`src/rtl/gerenciador_atributos.sv`:
```
// gerenciador_atributos: keeps the pet's three vital attributes (saciedade,
// energia, felicidade). It updates them once per second according to the
// one-hot state from the state controller, and raises a sticky `morreu` flag
// when any attribute reaches zero.
// Optional feature: define ATRIB_ALERTA_EN to add the registered `alerta`
// low-attribute flags output.
module gerenciador_atributos #(
  parameter int CLK_HZ        = 100,
  parameter int W             = 4,
  parameter int MAX_ATRIB     = 15,
  parameter int INICIAL       = 10,
  parameter int PERIODO_DECAI = 5,
  parameter int LIMIAR_ALERTA = 3
) (
  input  logic         clk,
  input  logic         rst_n,
  input  logic [3:0]   estado,
  output logic [W-1:0] saciedade,
  output logic [W-1:0] energia,
  output logic [W-1:0] felicidade,
  output logic         morreu
`ifdef ATRIB_ALERTA_EN
  ,
  output logic [2:0]   alerta
`endif
);

  localparam int CW = (CLK_HZ > 1) ? $clog2(CLK_HZ) : 1;
  localparam int DW = (PERIODO_DECAI > 1) ? $clog2(PERIODO_DECAI) : 1;

  localparam logic [CW-1:0] CNT_LAST = CW'(CLK_HZ - 1);
  localparam logic [DW-1:0] DEC_LAST = DW'(PERIODO_DECAI - 1);
  localparam logic [W-1:0]  MAX_V    = W'(MAX_ATRIB);
  localparam logic [W-1:0]  INI_V    = W'(INICIAL);

  localparam logic [3:0] EST_IDLE       = 4'b0001;
  localparam logic [3:0] EST_COMENDO    = 4'b0010;
  localparam logic [3:0] EST_DORMINDO   = 4'b0100;
  localparam logic [3:0] EST_DANDO_AULA = 4'b1000;

  // Reject configurations that cannot be represented in W bits.
  if (MAX_ATRIB > (2 ** W) - 1) begin : g_max_invalid
    $error("MAX_ATRIB does not fit in W bits");
  end
  if (INICIAL > MAX_ATRIB) begin : g_inicial_invalid
    $error("INICIAL exceeds MAX_ATRIB");
  end
  if (LIMIAR_ALERTA > MAX_ATRIB) begin : g_limiar_invalid
    $error("LIMIAR_ALERTA exceeds MAX_ATRIB");
  end

  typedef enum logic {
    VIVO  = 1'b0,
    MORTO = 1'b1
  } vida_t;

  vida_t          state_q, state_d;
  logic [CW-1:0]  cnt_q, cnt_d;
  logic [DW-1:0]  dec_q, dec_d;
  logic [W-1:0]   sac_q, sac_d;
  logic [W-1:0]   ene_q, ene_d;
  logic [W-1:0]   fel_q, fel_d;
  logic           tick;
  logic           any_zero;

  // Saturating increment: holds at MAX_ATRIB.
  function automatic logic [W-1:0] sat_inc(input logic [W-1:0] v);
    if (v >= MAX_V) return MAX_V;
    return v + 1'b1;
  endfunction

  // Saturating decrement: holds at zero.
  function automatic logic [W-1:0] sat_dec(input logic [W-1:0] v);
    if (v == '0) return '0;
    return v - 1'b1;
  endfunction

  assign tick     = (cnt_q == CNT_LAST);
  assign any_zero = (sac_q == '0) || (ene_q == '0) || (fel_q == '0);

  // One-second tick counter; free-running even after death.
  always_comb begin
    cnt_d = tick ? '0 : cnt_q + 1'b1;
  end

  // Tick counter register.
  always_ff @(posedge clk or negedge rst_n) begin
    if (!rst_n) cnt_q <= '0;
    else        cnt_q <= cnt_d;
  end

  // Life FSM next state: any attribute at zero kills the pet for good.
  always_comb begin
    state_d = state_q;
    case (state_q)
      VIVO:    if (any_zero) state_d = MORTO;
      MORTO:   state_d = MORTO;
      default: state_d = MORTO;
    endcase
  end

  // Life FSM state register; only reset leaves MORTO.
  always_ff @(posedge clk or negedge rst_n) begin
    if (!rst_n) state_q <= VIVO;
    else        state_q <= state_d;
  end

  // Attribute and decay-counter next state; estado only matters at the tick.
  always_comb begin
    sac_d = sac_q;
    ene_d = ene_q;
    fel_d = fel_q;
    dec_d = dec_q;
    // Any cycle outside IDLE (including invalid codes) restarts the decay period.
    if (estado != EST_IDLE) dec_d = '0;
    if (tick && state_q == VIVO) begin
      case (estado)
        EST_IDLE: begin
          if (dec_q == DEC_LAST) begin
            sac_d = sat_dec(sac_q);
            ene_d = sat_dec(ene_q);
            fel_d = sat_dec(fel_q);
            dec_d = '0;
          end else begin
            dec_d = dec_q + 1'b1;
          end
        end
        EST_COMENDO:    sac_d = sat_inc(sac_q);
        EST_DORMINDO:   ene_d = sat_inc(ene_q);
        EST_DANDO_AULA: begin
          fel_d = sat_inc(fel_q);
          ene_d = sat_dec(ene_q);
        end
        default: ;
      endcase
    end
  end

  // Attribute and decay-counter registers.
  always_ff @(posedge clk or negedge rst_n) begin
    if (!rst_n) begin
      sac_q <= INI_V;
      ene_q <= INI_V;
      fel_q <= INI_V;
      dec_q <= '0;
    end else begin
      sac_q <= sac_d;
      ene_q <= ene_d;
      fel_q <= fel_d;
      dec_q <= dec_d;
    end
  end

  assign saciedade  = sac_q;
  assign energia    = ene_q;
  assign felicidade = fel_q;
  assign morreu     = (state_q == MORTO);

`ifdef ATRIB_ALERTA_EN
  localparam logic [W-1:0] LIM_V = W'(LIMIAR_ALERTA);

  logic [2:0] alerta_q, alerta_d;

  // Low-attribute flags trail the attributes by one cycle; all set once dead.
  always_comb begin
    alerta_d = {(fel_q <= LIM_V), (ene_q <= LIM_V), (sac_q <= LIM_V)};
    if (state_d == MORTO) alerta_d = 3'b111;
  end

  // Alert flag register.
  always_ff @(posedge clk or negedge rst_n) begin
    if (!rst_n) alerta_q <= 3'b000;
    else        alerta_q <= alerta_d;
  end

  assign alerta = alerta_q;
`endif

endmodule

```
`config.mk`:
```
export PLATFORM = sky130hd
export DESIGN_NAME = gerenciador_atributos
export DESIGN_NICKNAME = d
export VERILOG_FILES = /design/src/rtl/gerenciador_atributos.sv
export SDC_FILE = /design/constraint.sdc
export NUM_CORES = 1
export LEC_CHECK = 0
export BUFFER_PORTS_ARGS = -buffer_cell sky130_fd_sc_hd__buf_2
export CAP_MARGIN = 20
export CORE_MARGIN = 2
export CORE_UTILIZATION = 58
export DETAILED_ROUTE_END_ITERATION = 16
export PLACE_DENSITY = 0.85
export SLEW_MARGIN = 20
export SYNTH_ARGS = -nofsm -noshare
export SYNTH_HDL_FRONTEND = slang
export SYNTH_SLANG_ARGS = --single-unit
```
`constraint.sdc`:
```
create_clock -name clk -period 2.4 [get_ports clk]
set_input_delay 0.12 -clock clk [delete_from_list [all_inputs] [get_ports clk]]
set_output_delay 0.12 -clock clk [all_outputs]
set_load 0.005 [all_outputs]
```
# Yosys cells after proc, flatten, opt, wreduce, memory -nomap -nowiden
# Index checks and enable logic that the tools add are counted.
[op_classes] n_bitwise=1 n_mul=0 muxes=49 order_cmp=3 n_reduce_logical=12 div_mod_pow=0 addsub=8 eq_ne=8 shift=0
[ops] operator="$mux W4" count=16
[ops] operator="$mux W1" count=24
[ops] operator="$pmux W4 S2" count=2
[ops] operator="$add A4 B1 Y4 const B" count=3
[ops] operator="$ge A4 B4 Y1 const B" count=3
[ops] operator="$logic_not A4 Y1" count=3
[ops] operator="$mux W3" count=4
[ops] operator="$pmux W4 S3" count=1
[ops] operator="$sub A4 B1 Y4 const B" count=3
[ops] operator="$reduce_and A3 Y1" count=3
[ops] operator="$add A7 B1 Y7 const B" count=1
[ops] operator="$eq A7 B7 Y1 const B" count=1
[ops] operator="$mux W7" count=1
[ops] operator="$eq A4 B1 Y1 const B" count=1
[ops] operator="$eq A4 B2 Y1 const B" count=1
[ops] operator="$eq A4 B3 Y1 const B" count=1
[ops] operator="$eq A4 B4 Y1 const B" count=1
[ops] operator="$ne A4 B1 Y1 const B" count=1
[ops] operator="$reduce_bool A2 Y1" count=2
[ops] operator="$add A3 B1 Y3 const B" count=1
[ops] operator="$eq A3 B3 Y1 const B" count=1
[ops] operator="$reduce_bool A3 Y1" count=1
[ops] operator="$logic_or A1 B1 Y1" count=2
[ops] operator="$ne A2 B2 Y1 const B" count=1
[ops] operator="other kinds (3)" count=3
[totals] rom_bits=0 reg_bits=23 latch_bits=0 ramBits=0 input_bits=6 memories=0

# Depth between registers and ports, before layout
[depth] word_depth=8 ltp_mapped=7

# Worst setup path after synthesis
# Ideal clock, no wire load.
[synth_timing] kind="reg-to-reg" startpoint="register cnt_q[2]" endpoint="register ene_q[0] (netlist: energia[0])" synth_period_minus_slack_ns=1.888 path_buffers=1 setup_slack_ns=0.512 arrival_time_ns=1.760 stages_incl_launch_ff=7 required_ns=2.272 cell_sequence="dfrtp_1 or3_1 or3_1 buf_6 nor3_4 mux2i_1 nand3_1"
[synth_between] elab_chain_cells=3
[synth_lines] element="from (decl)" line_no="58" text="logic [CW-1:0] cnt_q, cnt_d;"
[synth_lines] element="from (signal assigned)" line_no="89" text="else cnt_q <= cnt_d;"
[synth_lines] element="$eq A7 B7 Y1" line_no="78" text="assign tick = (cnt_q == CNT_LAST);"
[synth_lines] element="$logic_and A1 B1 Y1" line_no="116" text="if (tick && state_q == VIVO) begin"
[synth_lines] element="$reduce_and A3 Y1 (no line)"
[synth_lines] element="to (signal assigned)" line_no="148" text="ene_q <= ene_d;"
[synth_lines] element="to (decl)" line_no="61" text="logic [W-1:0] ene_q, ene_d;"
# Every way passes these cells.
# A chain may end at the register's enable or synchronous reset.

# Final worst setup path
# Same ends and word-level chain as after synthesis.

==> summary.txt <==
Run status
  • Status: finished, final reports clean

Floorplanning
  • Die Area: 3256 um2
  • Row cnt: 19
  • Die W: 57.06 um
  • Starting Density: 60.25%
  • Top Ports: 19
  • Core area: 2710 um2
  • Die height: 57.06 um

STA
  • Worst hold slack: 0.1724 ns
  • Layout Skew: 0.009663 ns
  • Final Max Slew Viols: 0
  • Final setup fails: 0
  • Hold Vio Cnt, Final: 0
  • Worst slew pin tran: 0.8238 ns
  • RSZ-0062 raised after global routing: false
  • Slew margin rel.: 44.94%
  • Setup_tns: 0 ns
  • Min cycle time layout: 2.125 ns
  • Fmax achieved: 470.5 MHz
  • Fin crit share: 88.55%

Synthesis
  • Ys flop type: dfrtp_1
  • Post-Syn Instances: 180
  • Synth cell types: 55
  • Async SR Flop Fraction: 100.0%
  • EDFF count, synth: 0
  • Syn Nets: 198
  • #FFs+latches synth: 23
  • Share of the synthesized area in the top cell type: 26.05%
  • Post-synthesis adder-cell area fraction: 9.195%
  • Cell area after synthesis: 1633 um2
  • Mux cell area share after synthesis: 1.916%
  • Synth Area per Inst: 9.071 um2
  • Compound-cell area share of the yosys netlist: 18.47%
  • Main combinational cell family by area after synthesis: simple AND/OR/NAND/NOR gates
  • Synthesis warning total: 0
  • Top cells by area, synth: dfrtp_1 (26%), dfstp_2 (9.7%), ha_1 (9.2%)
  • Seq/Total Area, Yosys: 35.71%
  • Post-Synth Simple-Gate Area: 28.58%
  • Post-Synth XOR/XNOR Area: 2.146%
  • Synth area leader: dfrtp_1

CTS
  • Clock sink count: 23
  • Clk Tree Root Cell: clkbuf_4
  • CTS max path bufs: 2
  • CTS HTree Levels: 1
  • Clock-pin slew on the worst setup and hold paths: 0.13 ns
  • Clk_lat worst skew: 0.31 ns
  • CTS tree: yes
  • CTS Buf Count: 3

Setup path
  • CP Launch Type: flip-flop
  • RR Startpoint: cnt_q[2]
  • R2R setup slack: 0.27 ns
  • Crit Reg-Reg Endpoint: energia[0]
  • CP Data Arrival Time: 2.34 ns
  • CP Class: flip-flop to flip-flop
  • Worst Setup End Kind: flip-flop
  • Req. time, crit path: 2.61 ns
  • Max FO, Critical Path: 8
  • Worst R2R Path Depth: 5

Place
  • RePlAce Congestion: 0.9133
  • Port Buffers: 18
  • Hpwl dp: 2.688 mm

Finish
  • FF/Latch Area: 583.1 um2
  • Commonest non-fill, non-tap cell in the layout: buf_2
  • Share of cells above drive strength 1: 21.39%
  • Diode count: 0
  • Area of the multi-input gates: 984.7 um2
  • Most frequent cells in the layout: buf_2 (18), nor2_1 (17), dfrtp_1 (17), a21oi_1 (12), ha_1 (12)
  • Area Growth Syn to Fin: 9.655%
  • FILL cells: 232
  • Total Nets Final: 220

Drt
  • First DRT Iteration DRCs: 44
  • Total number of vias: 1480
  • Total length of routed wires: 3.603 mm
  • Vias per inst: 6.379
  • Routed Antenna Nets: 0
  • Drt first pass iters: 4
  • WL/cell: 15.53 um
  • DR DRC count: 0

Min path
  • Min-Delay Startpoint: estado[1]
  • Hold endpoint: energia[1]
  • Hold path depth: 4
  • Worst hold path type: input port to flip-flop

Power and ir drop
  • Pleak: 0.7489 nW
  • Pwr/cell area: 355.2 nW/um2
  • Power, Total: 636.1 uW
  • VDD IR max: 382.3 uV

Global route
  • Largest net degree at the start of global routing: 24
  • Gr usage total: 23.01%
  • Antenna violations before repair: 0
  • Total gr overflow: 0
  • Global-route wire length before repair: 6.161 mm
  • Vias in the first global route: 1469

Job
  • Max-cap violation count: 0
flip-flops by register name (all words and copies together), names as in the netlist:
signal	cells
saciedade	4
cnt_q	7
morreu	1
felicidade	4
dec_q	3
energia	4
repair_timing:
action	in CTS	in global routing
resized for setup	0	0
buffers inserted	0	0
hold buffers	1	0
hold endpoints to repair	17	0
metrics by stage:
step,std cells,util [%],worst slack [ns],area (um2)
after floorplan,180,-,0.5117,1633
after global placement,227,64.68,0.3975,1753
after detailed placement,227,64.68,0.3151,1753
after CTS,232,66.07,0.2917,1790
after global routing,232,66.07,0.1739,1790
final,232,66.07,0.2747,1790
area by class of cell:
class / count / share of cell area, %
Tap cell: 31 / 2.166
Inverter: 11 / 2.306
Sequential cell: 23 / 32.56
Clock buffer: 3 / 1.258
Multi-Input combinational cell: 142 / 55.00
Timing Repair Buffer: 21 / 6.429
Clock inverter: 1 / 0.2795
where the power goes:
group	total (mW)	switching [mW]	leakage (nW)	internal, mW
sequential	0.399	0.00600	0.276	0.393
combinational	0.0558	0.0346	0.456	0.0212
clock	0.181	0.119	0.0177	0.0623
kinds of logic after synthesis:
logic type / after synthesis
xor gates and xnor gates: 4
buffers and inverters: 15
adders and majority gates: 12
DFF: 23
and+or+nand+nor: 76
AOI/OAI and AO/OA: 47
muxes: 3
worst max-delay path by stage:
stage / slack, ns / end / cells after the start / start
final: 0.27 / energia[0] / 5 / cnt_q[2]
after global routing: 0.17 / energia[0] / 6 / cnt_q[0]
after CTS: 0.29 / energia[0] / 5 / cnt_q[2]
after detailed placement: 0.32 / energia[0] / 6 / cnt_q[0]
after global placement: 0.40 / energia[0] / 5 / cnt_q[2]
after floorplan: 0.51 / energia[0] / 6 / cnt_q[2]
layer usage:
layer	wire length (um)	global-route usage, %
met1	1561	28.19
met3	124	3.855
met2	1886	42.36
met4	31	4.983
met5	0	0
Yosys cell counts, types with 2 or more instances:
cell      count
or3_1         3
a21oi_1      12
xnor2_1       3
nand3_1       9
nor3_1        5
clkbuf_1      2
inv_1        11
nand4_1       3
o21ai_1      10
o31ai_1       3
and4_1        2
a41oi_1       2
a32oi_1       2
dfstp_2       6
nor2_1       17
nor4b_2       2
nand2b_1      2
and3_1        3
or4_1         2
nand3b_1      2
dfrtp_1      17
mux2i_1       2
o21a_1        2
ha_1         12
nor2b_1       2
nand2_1       9
o21ai_0       6
or2_2         2
critical path: stages, from the launching register on:
cell	delay, ns
dfrtp_1	0.47
or3_1	0.39
or3_1	0.48
nor3_4	0.38
mux2i_1	0.23
nand3_1	0.08
No activity file was read; power rests on OpenSTA's default activity.
